### src/rtl/sram_req_ctrl.sv
// Valid/ready request front-end for a 16Kx32 single-port SRAM macro with
// one-cycle read capture, in-order response FIFO and idle light-sleep control.
module sram_req_ctrl #(
  parameter int unsigned DEPTH      = 3,
  parameter int unsigned SLEEP_IDLE = 16
) (
  input  logic        clk,
  input  logic        rst,
  input  logic        req_valid,
  output logic        req_ready,
  input  logic        req_write,
  input  logic [13:0] req_addr,
  input  logic [31:0] req_wdata,
  input  logic [3:0]  req_wstrb,
  output logic        rsp_valid,
  input  logic        rsp_ready,
  output logic [31:0] rsp_rdata,
  output logic        CEB,
  output logic        WEB,
  output logic [13:0] A,
  output logic [31:0] D,
  output logic [31:0] BWEB,
  input  logic [31:0] Q,
  output logic        SLP
);

  localparam int unsigned CW = $clog2(DEPTH + 1);
  localparam int unsigned PW = $clog2(DEPTH);
  localparam int unsigned IW = (SLEEP_IDLE > 2) ? $clog2(SLEEP_IDLE) : 1;
  localparam logic [IW-1:0] IDLE_LAST = IW'((SLEEP_IDLE == 0) ? 0 : SLEEP_IDLE - 1);
  localparam logic [PW-1:0] PTR_LAST  = PW'(DEPTH - 1);

  typedef enum logic [1:0] {
    ST_ACTIVE,
    ST_SLEEP,
    ST_WAKE
  } state_e;

  state_e          state_q, state_d;
  logic [IW-1:0]   idle_cnt_q, idle_cnt_d;
  logic            inflight_q;
  logic [CW-1:0]   count_q, count_d;
  logic [PW-1:0]   wr_ptr_q, rd_ptr_q;
  logic [31:0]     mem_q [DEPTH];

  logic            accept;
  logic            idle;
  logic            push;
  logic            pop;
  logic            has_credit;
  logic [CW:0]     used;

  assign accept = req_valid && req_ready;
  assign idle   = !req_valid && !inflight_q && (count_q == '0);
  assign push   = inflight_q;
  assign pop    = rsp_valid && rsp_ready;

  // Credits cover both stored entries and the read whose data is still on Q,
  // so a capture can never land on a full FIFO.
  assign used       = {1'b0, count_q} + (CW + 1)'(inflight_q);
  assign has_credit = used < (CW + 1)'(DEPTH);

  // ---------------- sleep FSM: state register ----------------
  always_ff @(posedge clk or posedge rst) begin
    if (rst) begin
      state_q    <= ST_ACTIVE;
      idle_cnt_q <= '0;
    end else begin
      state_q    <= state_d;
      idle_cnt_q <= idle_cnt_d;
    end
  end

  // ---------------- sleep FSM: next state ----------------
  always_comb begin
    state_d    = state_q;
    idle_cnt_d = idle_cnt_q;
    unique case (state_q)
      ST_ACTIVE: begin
        if (!idle) begin
          idle_cnt_d = '0;
        end else if ((SLEEP_IDLE != 0) && (idle_cnt_q == IDLE_LAST)) begin
          state_d    = ST_SLEEP;
          idle_cnt_d = '0;
        end else if (idle_cnt_q != IDLE_LAST) begin
          idle_cnt_d = idle_cnt_q + IW'(1);
        end
      end
      ST_SLEEP: begin
        if (req_valid) state_d = ST_WAKE;
      end
      ST_WAKE: begin
        state_d    = ST_ACTIVE;
        idle_cnt_d = '0;
      end
      default: state_d = ST_ACTIVE;
    endcase
  end

  // ---------------- sleep FSM: outputs ----------------
  // rst gates req_ready so the handshake and macro pins drop asynchronously.
  always_comb begin
    SLP       = (state_q == ST_SLEEP);
    req_ready = !rst && (state_q == ST_ACTIVE) && has_credit;
  end

  // ---------------- macro pins ----------------
  always_comb begin
    CEB  = 1'b1;
    WEB  = 1'b1;
    A    = '0;
    D    = '0;
    BWEB = '1;
    if (accept) begin
      CEB = 1'b0;
      A   = req_addr;
      if (req_write) begin
        WEB = 1'b0;
        D   = req_wdata;
        for (int unsigned b = 0; b < 32; b++) begin
          BWEB[b] = ~req_wstrb[b / 8];
        end
      end
    end
  end

  // ---------------- read tracking and response FIFO ----------------
  always_comb begin
    count_d = count_q;
    unique case ({push, pop})
      2'b10:   count_d = count_q + CW'(1);
      2'b01:   count_d = count_q - CW'(1);
      default: count_d = count_q;
    endcase
  end

  always_ff @(posedge clk or posedge rst) begin
    if (rst) begin
      inflight_q <= 1'b0;
      count_q    <= '0;
      wr_ptr_q   <= '0;
      rd_ptr_q   <= '0;
    end else begin
      inflight_q <= accept && !req_write;
      count_q    <= count_d;
      if (push) wr_ptr_q <= (wr_ptr_q == PTR_LAST) ? '0 : wr_ptr_q + PW'(1);
      if (pop)  rd_ptr_q <= (rd_ptr_q == PTR_LAST) ? '0 : rd_ptr_q + PW'(1);
    end
  end

  always_ff @(posedge clk) begin
    if (push) mem_q[wr_ptr_q] <= Q;
  end

  assign rsp_valid = (count_q != '0);
  assign rsp_rdata = rsp_valid ? mem_q[rd_ptr_q] : '0;

endmodule

### config.mk
export PLATFORM = sky130hd
export DESIGN_NAME = sram_req_ctrl
export DESIGN_NICKNAME = d
export VERILOG_FILES = /design/src/rtl/sram_req_ctrl.sv
export SDC_FILE = /design/constraint.sdc
export NUM_CORES = 1
export LEC_CHECK = 0
export BUFFER_PORTS_ARGS = -buffer_cell sky130_fd_sc_hd__buf_4
export CAP_MARGIN = 20
export CORE_MARGIN = 5
export CORE_UTILIZATION = 30
export DETAILED_ROUTE_END_ITERATION = 16
export GPL_ROUTABILITY_DRIVEN = 1
export GPL_TIMING_DRIVEN = 0
export PLACE_DENSITY = 0.52
export SYNTH_ARGS = -nofsm -noshare
export SYNTH_HDL_FRONTEND = slang
export SYNTH_SLANG_ARGS = --single-unit
### constraint.sdc
create_clock -name clk -period 3.4 [get_ports clk]
set_input_delay 0.68 -clock clk [delete_from_list [all_inputs] [get_ports clk]]
set_output_delay 0.68 -clock clk [all_outputs]
set_load 0.05 [all_outputs]
* Word-level counts from Yosys, hierarchy flattened
Memories as Yosys holds them, arrays and structs flattened.
Cells that the tools add are included.
** Storage, ports and cells
- Logic and storage cells :: 70
- Memories kept :: 1
- Bits in writable memories :: 96
- Bits in registers :: 13
- Output and inout port bits :: 115
- Bits of input ports :: 87
** Cells by class
- $lt $le $gt $ge :: 1
- Bitwise gates (word level) :: 4
- Mux-type cells :: 22
- Reduce and logical (&&, ||, !) cells :: 18
- Equal/unequal tests :: 12
- $add $sub $neg :: 6
** Memory list
- mem_q :: words 3, width 32, read ports 1, clocked after memory_dff 0, write ports 1, line 44 : logic [31:0] mem_q [DEPTH];
** Operators by type and width (count)
- 32-bit two-way mux :: 5
- 14-bit two-way mux :: 1
- 4-bit two-way mux :: 3
- 2-bit two-way mux :: 5
- 2-bit == test, second input constant :: 4
- 4-bit inequality test, second input constant :: 2
- 2-bit one-hot mux with 2 select lines :: 2
- 4-bit one-hot mux with 2 select lines :: 1
- 1-bit logical AND :: 7
- 2-bit by 1-bit adder with 2-bit output, second input constant :: 3
- 2-bit inequality test, second input constant :: 3
- 2-bit nonzero test :: 3
- 1-bit two-way mux :: 5
- 4-bit by 1-bit adder with 4-bit output, second input constant :: 1
- 2-bit by 1-bit == test with 1-bit output, second input constant :: 2
- 4-bit == test, second input constant :: 1
- 1-bit logical NOT :: 4
- 2-bit logical NOT :: 2
- 1-bit inverter :: 4
- 2-bit by 1-bit adder with 3-bit output :: 1
- 3-bit by 2-bit < comparator with 1-bit output, second input constant :: 1
- 3-bit AND reduction :: 1
- 2-bit AND reduction :: 1
- 2-bit by 1-bit subtractor with 2-bit output, second input constant :: 1

* Logic depth before layout (Yosys ltp)
Gate-level depths: netlist of run 1.
- Word-level depth :: 5
- Mapped depth :: 7
- Mapped depth without buffers :: 6

* Worst setup path before layout of run 1
No wires, ideal clock.
- Kind :: register to output
- From :: register count_q[0]
- To :: output BWEB[10]
- Required time :: 2.720 ns
- Setup slack :: 0.178 ns
- Arrival :: 2.542 ns
- Cell stages (with the launch flop) :: 8
- Path through :: dfrtp_1 ha_1 ha_1 or4_4 a211oi_4 buf_6 nand2_1 buf_4
** Between the ends
- Word-level cells in the longest chain between the ends :: 5
** Ends and longest elaborated chain
- from (decl) :: line 42 : logic [CW-1:0] count_q, count_d;
- from (signal assigned) :: line 145 : count_q <= count_d;
- 2-bit by 1-bit adder with 3-bit output :: line 60 : assign used = {1'b0, count_q} + (CW + 1)'(inflight_q);
- 3-bit by 2-bit < comparator with 1-bit output :: line 61 : assign has_credit = used < (CW + 1)'(DEPTH);
- 1-bit logical AND :: line 104 : req_ready = !rst && (state_q == ST_ACTIVE) && has_credit;
- 1-bit logical AND :: line 53 : assign accept = req_valid && req_ready;
- 32-bit two-way mux :: line 114 : if (accept) begin
- to (decl) :: line 22 : output logic [31:0] BWEB,
No other way between the ends.

* Worst setup path in the final report of run 1
- From :: register inflight_q
- To :: output D[5]
** Between the ends
- Word-level cells in the longest chain between the ends :: 5
** Ends and longest elaborated chain
- from (decl) :: line 41 : logic inflight_q;
- from (signal assigned) :: line 144 : inflight_q <= accept && !req_write;
- 2-bit by 1-bit adder with 3-bit output :: line 60
- 3-bit by 2-bit < comparator with 1-bit output :: line 61
- 1-bit logical AND :: line 104
- 1-bit logical AND :: line 53
- 32-bit two-way mux :: line 114
- to (decl) :: line 21 : output logic [31:0] D,
No other way between the ends.

==> results.md, run 1 <==
Timing:
- Adding up every negative setup slack in the final design gives 0 ns.
- The worst path uses between 90% and 100% of the clock period.
- Headroom to the max-slew limit came out at between 40% and 50%.
- The worst-margin pin slew is about 0.76 ns.
- The number of slew-limit violations in the final report was 0.
- The highest achievable clock rate is between 300 and 400 MHz.
- The clock tree skew after final layout is 0.00321 ns.
- Hold is met by slightly below 0.4 ns.
- The count of endpoints failing setup in the final report is 0.
- The minimum period implied by the final worst setup slack is 3.24 ns.
- The final hold violation count is 0.
- Setup repair after global routing left no endpoint under its margin.

Synth:
- The cell taking the most area after synthesis is edfxtp_1.
- The most used flip-flop cell after synthesis is edfxtp_1.
- The average instance in the mapped netlist occupies about 14 µm².
- The main combinational cell family by area after synthesis is multiplexers.
- Counting distinct cell types in the post-synthesis netlist gives 34.
- Counting flops and latches in the post-synthesis netlist gives approximately 110.
- Of all flip-flops after synthesis, the portion carrying an async set or reset was between 10% and 20%.
- Of the post-synthesis cell area, the part taken by muxes is approximately 14%.
- The number of flops mapped to enable cells by yosys is 96.
- The simple logic cell fraction of the synthesized area is between 10% and 20%.
- The number of nets in the synthesized netlist is 441.
- In this run the cell area of the synthesized design comes to roughly 0.0050 mm².
- Of the total synthesized cell area, the portion taken by XOR and XNOR cells is less than 1%.
- The number of cells produced by synthesis is 350.
- For this run, the register share of the synthesized area comes to approximately 64%.
- For this run, the number of Yosys warnings is 0.
- The share of synthesized cell area in full adder, half adder and majority cells is approximately 1%.
- By area the synthesized netlist is led by edfxtp_1 (58%), mux2_2 (7.2%), dfrtp_1 (6.5%).
- The top cell type by area accounts for 57.9% of the synthesized area.
- The synthesized-area fraction occupied by ao, oa, aoi and oai cells is 2.54%.

Worst setup path:
- The critical setup path kind is reg2out.
- The critical-path maximum fanout is 8.
- The critical path goes through ha_1 -> ha_1 -> or4_4 -> a211oi_4 -> buf_6 -> buf_4 -> and2_1 -> buf_4.
- The worst endpoint required time is between 2 and 3 ns.
- On the worst path, the slowest cell contributes a delay of 0.47 ns.
- The critical path startpoint is inflight_q.
- STA classifies the critical path endpoint as an output pin.
- The number of cells on the worst reg-to-reg path is 5.
- The worst setup path is launched from a flop.
- STA puts the critical path data arrival time at roughly 2.6 ns.
- The worst flop-to-flop path startpoint is inflight_q.
- The slowest stage of the critical path is the or4_4 cell.

Detailed routing:
- Wires add up to approximately 13000 µm.
- In the routed design, unresolved DRC markers number 0.
- The average wire per cell in the routed design is between 15 and 20 µm.
- The total iterations of the first detailed-routing run is 4.
- The vias per cell is 4.20.
- In this run the remaining antenna-violating nets after routing total 0.
- The detailed router finished its first iteration with 55 violations.
- Detailed routing inserted a total of ~3300 vias.

Placement:
- After legalization and detailed placement, the total HPWL measured about 9200 µm.
- The congestion estimate from routability-driven global placement came to roughly 0.8.
- The number of cells after detailed placement is 774.
- The number of buffers inserted by port buffering is between 200 and 250.

GRT:
- The global routing usage on met3 is 4.17%.
- Entering global routing, the biggest net connects 26 pins.
- The global routing met1 resource utilization is between 10% and 20%.
- The number of antenna violations at the first check in global routing is 0.
- The total grt overflow is 0.
- In this run the most used layer during global routing was met2.
- The via count of the first global-routing pass is between 3000 and 4000.
- The global-route track usage on met2 is 22.7%.
- The total track usage is 12.8%.
- The wire length of the first global-routing pass is about 19000 µm.

Flow run:
- The reported max-cap violation count is 0.

Min path:
- The min-delay analysis places its worst path in the category in2async.

Die:
- Row generation in the floorplan step produced 47 rows.
- After floorplanning, the core was sized to cover approximately 0.016 mm².
- The horizontal die dimension is roughly 140 µm.
- The die span in y is 139 µm.
- The die covers a little under 0.02 mm².
- The initial utilization of the core area, before any placement, comes to approximately 30%.
- The count of pins on the block boundary is ~200.

Pwr:
- The total chip power is 5.59 mW.
- The leakage power is roughly 3 nW.
- In this run the power density over the cells is ~770 mW/mm².
- The peak supply drop is 713 µV.

Clock tree:
- CTS built an H-tree with a depth of 3.
- The number of buffers on the longest clock path is 2.
- Hold repair after CTS inserted 0 buffers.
- The clock net in this run drives a total of approximately 110 sinks.
- The clock latency on the worst-skew pair is about 0.34 ns.
- The clock slew seen by the registers of the worst setup and hold paths is roughly 0.07 ns.
- The number of clock buffers inserted by TritonCTS is 9.
- The TritonCTS clock tree is done.
- CTS placed an instance of clkbuf_16 at the clock tree root.

Final layout:
- The antenna diode instance count is 0.
- The fraction of final layout cells sized beyond drive strength 1 is 53.9%.
- The number of nets in the finished design is 660.
- The layout overhead on the synthesized area is 45.3%.
- The post-route non-filler standard cell count is 793.
- The share of the core filled with cells is 44.0%.

Status:
- The run finished with clean final reports.
==> worst max-delay path: cells and delay by family, from the launching register on <==
kind	cells	cell delay [ns]
compound gates	1	0.32
fa+ha+maj	2	0.39
buf+inv	3	0.53
flops	1	0.40
simple gates	2	0.58
==> stage by stage <==
step	area [µm²]	worst slack [ns]
after floorplan	4980	0.178
after global placement	6770	-0.148
after detailed placement	6850	0.157
after CTS	7180	-0.0123
after global routing	7240	0.00304
final	7240	0.159
==> path summary, 6_finish.rpt <==
kind                                to  slack, ns
setup / recovery                  D[5]       0.16
hold / removal              state_q[1]       0.38
setup reg to reg            inflight_q       1.61
hold reg to reg            wr_ptr_q[1]       0.50
max in group asynchronous   count_q[0]       2.63
min in group clk            inflight_q       0.50
==> synth_stat cells (2+ instances only) <==
library cell  instances
edfxtp_1             96
buf_4                28
and2_2                7
xnor2_1               2
nor4_1                2
buf_6                 3
clkbuf_1              9
and3_1                4
mux2_2               32
nor2_1               37
nand2_1               7
a21o_1                4
buf_2                 3
nor2b_1               2
a22o_1                2
a211oi_4              2
inv_1                 9
mux2i_1              32
dfrtp_1              13
and2_1               39
ha_1                  4
==> kinds of logic (layout without fill, tap and decap cells) <==
family	after synthesis	after routing
flip-flops	109	109
buffers and inverters	52	275
AO/OA/AOI/OAI	13	13
adder cells (fa/ha/maj)	4	4
multiplexers	64	64
XOR/XNOR	3	3
AND/OR/NAND/NOR	105	105
==> cell type report <==
class / instances / area (µm²)
Multi-Input combinational cell: 189 / 1490
Sequential cell: 109 / 3210
Timing Repair Buffer: 208 / 1620
Buffer: 43 / 294
Inverter: 9 / 33.8
Clock buffer: 9 / 225
Fill cell: 1545 / 9230
Tap cell: 220 / 275
Clock inverter: 6 / 87.6
==> per-layer routing <==
layer	vias to the layer above	part of all wire (%)
met3	8	4.9
met2	101	52
met4	0	0.83
met5	-	0
li1	1646	-
met1	1574	42
==> where the power goes <==
part	switching [mW]	total, mW	internal, mW	leakage, nW
combinational	1.93	2.88	0.957	1.87
sequential	0.0406	1.61	1.57	1.04
clock	0.451	1.09	0.641	0.146
total	2.42	5.59	3.17	3.05
==> cell usage in the layout, fill, tap and decap left out, types with 6 or more instances in the layout <==
cell,instances
mux2i_1,32
inv_1,9
edfxtp_1,96
mux2_2,32
clkbuf_16,9
buf_4,230
buf_6,6
nor2_1,35
dfrtp_1,12
clkbuf_1,8
and2_1,39
and2_2,7
==> sequential cells by signal, summed over array words and instances (netlist names) <==
name	count
count_q	2
idle_cnt_q	4
inflight_q	1
mem_q	96
rd_ptr_q	2
state_q	2
wr_ptr_q	2
==> timing repair <==
item	4_1_cts	5_1_grt
setup buffers	1	3
pin swaps	1	2
gates resized for setup	3	10
endpoints found under the setup margin	45	49
Power figures use the tool's default switching activity.
==> run 2, diff against run 1 <==
- CORE_ASPECT_RATIO: default -> 0.5
==> run 2 against run 1 <==
  * First-iteration DRC count rose by 140%
  * Clock skew up 0.0013 ns
  * Via count increased by 2.4%
  * Power fell by 0.34%
  * Largest cell class unchanged
  * Sequential share of layout area barely moved
  * Cell count is 1.3% higher
  * Sequential power barely moved
  * Core utilization is 0.26 points higher
==> results.md, run 2 (synthesis results as in run 1) <==
Status:
- The run finished with clean final reports.

Min path:
- The path type of the worst min-delay path is in2async.

Timing:
- For the final routed database, the setup TNS stands at 0 ns.
- The final hold violation count is 0.
- The worst pin sits at a relative slew slack of about two fifths.
- Between clock sinks in the finished design, the worst skew comes to 0.00454 ns.
- The worst-margin pin slew is between 0.9 and 1 ns.
- The number of slew-limit violations in the final report is 0.
- Setup repair after global routing could not meet its margin everywhere.
- The hold slack is ~0.38 ns.
- The count of endpoints failing setup in the final report is 0.
- For this run, the top clock speed supported by timing is 302 MHz.
- The smallest setup slack after layout is slightly above 0.09 ns.
- The part of the cycle the worst path needs is approximately 97%.
- The minimum period implied by the final worst setup slack is about 3.3 ns.

Final layout:
- The antenna diode instance count is 0.
- For this run, the post-layout net count is 662.
- The library cell used most frequently in the layout, excluding fill and tap cells, is buf_4.
- After filler insertion, the fill cell instance count of the layout stands at 1532.
- The post-route netlist has 54.3% of its cells at a drive strength greater than 1.
- The register with the highest flop count is mem_q.
- The largest registers in the layout are mem_q: 96 flops, idle_cnt_q: 4 flops.
- The layout overhead on the synthesized area is 45.1%.
- Across the whole layout, storage elements account for about 0.0032 mm².
- In the layout the commonest cells are buf_4 (230), edfxtp_1 (96), and2_1 (38), nor2_1 (35).
- The area of the multi-input gates is 0.00148 mm².
- The post-route non-filler standard cell count is between 800 and 900.
- The flip-flop count of the largest register, all copies and words added is 96.

Detailed routing:
- The total iterations of the first detailed-routing run is 4.
- The detailed router placed roughly 3400 vias in this run.
- In the routed layout, each cell is associated on average with a via count of between 4 and 5.
- The detailed router finished its first iteration with about 130 violations.
- After detailed routing, the average wire length per cell comes to between 15 and 20 µm.
- The DRC violations left is 0.
- The number of nets still failing antenna checks after routing is 0.
- After detailed routing, the total wire length is 12600 µm.

Worst setup path:
- The critical setup path kind is reg2out.
- The critical path starts at count_q[0].
- For the worst setup path, the data arrival time is around 2.6 ns.
- The critical path startpoint category is a flop.
- The worst endpoint required time is between 2 and 3 ns.
- In this run the critical register-to-register path is launched from count_q[0].
- The worst setup path is captured at an output pin.
- Along the worst path, the maximum fanout reaches 8.

Clock tree:
- The cell at the root of the clock tree is clkbuf_16.
- The number of clock buffers added by TritonCTS is 9.
- The clock reaches the later pin of the worst-skew pair after 0.34 ns.
- TritonCTS built the clock tree.
- The number of H-tree branching levels is 3.
- The post-cts hold buffer count is 0.
- The clock sink count is ~110.
- After clock tree synthesis, the clock-pin slew on the worst setup and hold paths is 0.07 ns.
- The longest clock path from root to sink contains 2 buffers.

GRT:
- The total track usage is between 10% and 20%.
- The wire length of the first global-routing pass is roughly 19000 µm.
- Entering global routing, the biggest net connects 33 pins.
- The number of antenna violations at the first check in global routing was 0.
- The total grt overflow is 0.
- The via count of the first global-routing pass came to 3415.

Die:
- The die covers between 0.015 and 0.02 mm².
- For this configuration, the core starts out at a cell density of 30.5%.
- In this run the vertical extent of the chip is 101 µm.
- The number of core rows is 33.
- 202 I/O pins were placed.
- After floorplanning, the core was sized to cover approximately 0.016 mm².
- The horizontal die dimension is 192 µm.

Placement:
- The number of buffers inserted by port buffering is between 200 and 250.
- The worst slack at placement is between 0.09 and 0.1 ns.
- Routability-driven placement finished with a final weighted congestion of between 0.7 and 0.8.
- Once detailed placement completed, the half-perimeter wirelength came to ~9400 µm.
- The number of cells after detailed placement is 780.

Flow run:
- Across the run, the number of max-cap violations was 0.

Pwr:
- The leakage power is 3.03 nW.
- The peak supply drop is around 320 µV.
- The total chip power is between 5 and 6 mW.
- For this design the ratio of total power to cell area is 770 mW/mm².
run 2: area by class of cell:
cell class	count	share of cell area [%]
well taps	227	3.93
repair buffers	210	22.5
plain buffers	43	4.07
flip-flops and latches	109	44.4
multi-input cells	189	20.4
clock inverters	6	1.07
inverters	9	0.467
clock buffers	10	3.17
run 2: critical path, cell delays in order, from the launching register on:
cell and delay [ns]:
dfrtp_2 0.43, ha_1 0.18, ha_1 0.18, or4_4 0.53, a211oi_4 0.32, buf_6 0.18
nand2_2 0.13, buf_4 0.16, buf_4 0.18
run 2: timing repair:
item / CTS / global route
pin swaps: 1 / 1
hold endpoints to repair: 0 / 0
endpoints found under the setup margin: 43 / 51
buffers inserted: 1 / 6
gates resized for setup: 3 / 10
run 2: metal layers:
metal  GRT usage (%)  routed length (µm)  vias up  share of wire, %
li1                -                   -     1655                 -
met2            22.3                6320      114                50
met3            3.63                 900       14               7.1
met5               0                   0        -                 0
met1            14.7                5180     1625                41
met4            4.22                 236        0               1.9
run 2: stage by stage:
stage	utilization, %	area [µm²]
floorplan	-	4980
global route	44.2	7230
detailed placement	41.8	6840
CTS	43.8	7160
finish	44.2	7230
global placement	41.4	6780
run 2: final timing paths:
kind                                     to  slack (ns)  cells after the start
worst min-delay path             count_q[1]        0.38                      2
min in group clk                wr_ptr_q[1]        0.50                      1
max in group asynchronous        count_q[0]        2.64                      2
worst max register to register   inflight_q        1.59                      5
worst max-delay path               BWEB[21]        0.09                      8
worst min register to register  wr_ptr_q[1]        0.50                      1
run 2: report_power, final:
part / switching, mW / leakage, nW / total, mW / internal [mW]
clock: 0.481 / 0.147 / 1.07 / 0.586
combinational: 1.92 / 1.85 / 2.89 / 0.965
sequential: 0.0423 / 1.04 / 1.61 / 1.57
total: 2.44 / 3.03 / 5.57 / 3.12
==> run 3, diff against run 2 <==
- PLACE_DENSITY: 0.52 -> default
- PLACE_DENSITY_LB_ADDON: default -> 0.05
- REMOVE_ABC_BUFFERS: default -> 1
==> run 3 against run 2 <==
  * Non-clock buffer count decreased by 40
  * Flip-flop and latch count unchanged
  * Routed wire length increased by 2.9%
  * Count of clock-buffer cells in the layout increased by 1
  * Register-to-register slack got worse by 0.24 ns
  * Hold slack improved by 0.0036 ns
  * Die area unchanged
  * Clock skew increased by 0.0041 ns
  * Combinational power decreased by 5%
  * Design area decreased by 2.5%
  * Setup slack improved by 0.029 ns
  * Global-route usage increased by 0.84 points
==> results.md, run 3 (synthesis results as in run 1) <==
Final layout:
- Excluding fillers, the count of instances in the completed layout stands at 764.
- The antenna diode instance count is 0.
- The register with the highest flop count is mem_q.
- From synthesis to final layout, the design area changed by 41.5%.
- The most common cell after layout, fill and taps aside is buf_4.
- The area of the multi-input gates is about 0.0015 mm².
- The fraction of final layout cells sized beyond drive strength 1 is 51.8%.
- In the final design database the tool counted around 620 nets.
- The layout has ~1600 filler cells.
- In the layout the commonest cells are buf_4 (207), edfxtp_1 (96), and2_1 (39), nor2_1 (34).
- The area taken by flip-flops and latches is 0.00321 mm².
- The flip-flop count of the largest register, all copies and words added is between 90 and 100.
- The largest registers in the layout are mem_q: 96 flops, idle_cnt_q: 4 flops.

Worst setup path:
- The biggest cell delay along the critical path is around 0.56 ns.
- The kind of cell with the highest combined delay along the critical path is simple AND/OR/NAND/NOR gates.
- The slowest stage of the critical path belongs to the cell or4_4.
- The critical path goes through ha_1 -> ha_1 -> or4_4 -> a211oi_4 -> buf_4 -> nand2_1 -> buf_4.
- The critical path in this run is classified as reg2out.
- STA classifies the critical path endpoint as an output pin.
- The number of buffers and inverters on the critical path is 2.
- STA classifies the critical path startpoint as a flop.
- The critical-path maximum fanout is 8.
- The slack of the worst reg-to-reg path is between 1 and 1.5 ns.
- The worst endpoint required time is roughly 2.7 ns.
- The arrival time of the worst setup path is 2.60 ns.

Die:
- The horizontal die dimension is 192 µm.
- The core region area is approximately 0.016 mm².
- The die area is roughly 0.019 mm².
- The count of pins on the block boundary is a little over 200.
- The starting density of the core is between 30% and 40%.
- The number of core rows is 33.
- The die span in y is ~100 µm.

Clock tree:
- The number of buffers on the longest clock path is 2.
- After clock tree synthesis, the clock-pin slew on the worst setup and hold paths is roughly 0.070 ns.
- The number of clock buffers inserted by TritonCTS is 9.
- The cell at the root of the clock tree is clkbuf_16.
- The clock latency on the worst-skew pair is between 0.3 and 0.4 ns.
- Clock tree synthesis found a total of approximately 110 sinks.
- The TritonCTS clock tree is done.
- CTS built an H-tree with a depth of 3.

Detailed routing:
- The detail route stage leaves a number of antenna-violating nets equal to 0.
- The pre-antenna-repair detailed-routing pass consisted of 4 iterations.
- Dividing the detail-routed via count by the number of cells gives approximately 4.3.
- The number of DRC markers after the initial detailed-route iteration is 80.
- Detailed routing inserted a total of approximately 3300 vias.
- In the routed design, unresolved DRC markers number 0.
- The post-detailed-routing wire length is roughly 13000 µm.
- In the final routed layout, each cell accounts on average for 17.0 µm.

Timing:
- Timing would allow up to roughly 310 MHz.
- The smallest clock period supported by the final layout is computed as 3.28 ns.
- The clock tree skew after final layout is around 0.0086 ns.
- The number of slew-limit violations in the final report is 0.
- The relative slew slack is between 40% and 50%.
- The worst path uses between 90% and 100% of the clock period.
- The final hold violation count came to 0.
- The smallest setup slack after layout is 0.123 ns.
- Setup repair after global routing could not meet its margin everywhere.
- The worst-margin pin slew is between 0.8 and 0.9 ns.
- The count of endpoints failing setup in the final report is 0.

Pwr:
- The switching power summed over all nets is roughly 2.4 mW.
- The part of the total power dissipated in combinational logic is 48.5%.
- The leakage power is about 3 nW.
- IR analysis of the VDD net gives a maximum drop of roughly 330 µV.
- The power per standard cell area is approximately 800 mW/mm².
- The part of the total power dissipated in the clock network is between 20% and 30%.
- The internal power contribution is approximately 3.3 mW.
- Net switching is between 40% and 50% of the power.
- In this run, flip-flops and latches consume ~31% of the power.

Placement:
- After legalization and detailed placement, the total HPWL measured 9270 µm.
- The number of buffers inserted by port buffering is between 200 and 250.
- The number of cells after detailed placement is 740.
- The worst slack at placement is -0.400 ns.
- At the end of routability-driven placement, the weighted congestion stood at ~0.77.

GRT:
- The first global-routing pass estimated ~20000 µm of wire.
- The via count of the first global-routing pass came to 3679.
- Entering global routing, the biggest net connects 36 pins.
- The total track usage is a little over an eighth.
- The number of antenna violations at the first check in global routing was 0.
- The total grt overflow is 0.

Flow run:
- The reported max-cap violation count is 0.

Status:
- The flow ran to the end, and the final reports show no timing, DRC or antenna violations.

Min path:
- The min-delay analysis places its worst path in the category in2async.
-- run 3: power by group through the flow --
stage	clock network, mW	registers, mW	logic (mW)
2_1_floorplan	0	1.76	1.84
3_3_place_gp	0	1.85	2.63
3_5_place_dp	0	1.79	2.74
4_1_cts	1.20	1.76	2.79
5_1_grt	1.25	1.78	2.91
6_report	1.16	1.75	2.74
-- run 3: final timing paths --
kind                             start  depth (start not counted)          end
setup / recovery            count_q[0]                          7      BWEB[3]
setup reg to reg            count_q[0]                          6   inflight_q
min in group clk           wr_ptr_q[1]                          1  wr_ptr_q[1]
hold reg to reg            wr_ptr_q[1]                          1  wr_ptr_q[1]
max in group asynchronous          rst                          2  rd_ptr_q[1]
hold / removal                     rst                          2   state_q[1]
-- run 3: timing repair --
item,CTS,global route
pin swaps,1,1
buffers inserted,6,1
gates resized for setup,1,1
gates cloned,1,0
hold buffers,0,0
endpoints found under the setup margin,64,28
-- run 3: area by class of cell --
class | count | share of cell area (%)
sequential | 109 | 45.5
multi-input combinational | 190 | 21.2
timing repair buffer | 213 | 24.1
clock buffer | 11 | 3.30
tap | 227 | 4.03
clock inverter | 5 | 1.40
inverter | 9 | 0.479
-- run 3: worst reg2reg max path, stage by stage, from the launching register on --
cell and delay (ns):
dfrtp_1 0.46, ha_1 0.22, ha_1 0.18, or4_4 0.56
a211oi_4 0.27, buf_12 0.16, nor2b_1 0.13
-- run 3: routing by layer --
layer  wire length (µm)  part of all wire [%]  GRT usage [%]
met1               5070                    39           15.5
met2               6770                    52           23.8
met3                995                   7.7           5.09
met4                158                   1.2           3.34
met5                  0                     0              0
-- run 3: per-stage QoR --
step,utilization [%],instance area [µm²],power [mW],setup TNS [ns],hold slack [ns]
floorplan,-,4690,3.60,-46.54,0.460
global placement,39.6,6480,4.48,-36.63,0.471
detailed placement,40.6,6630,4.53,-12.24,0.482
CTS,43.0,7030,5.75,-0.0140,0.388
global route,43.1,7050,5.93,-0.255,0.430
finish,43.1,7050,5.65,0,0.385
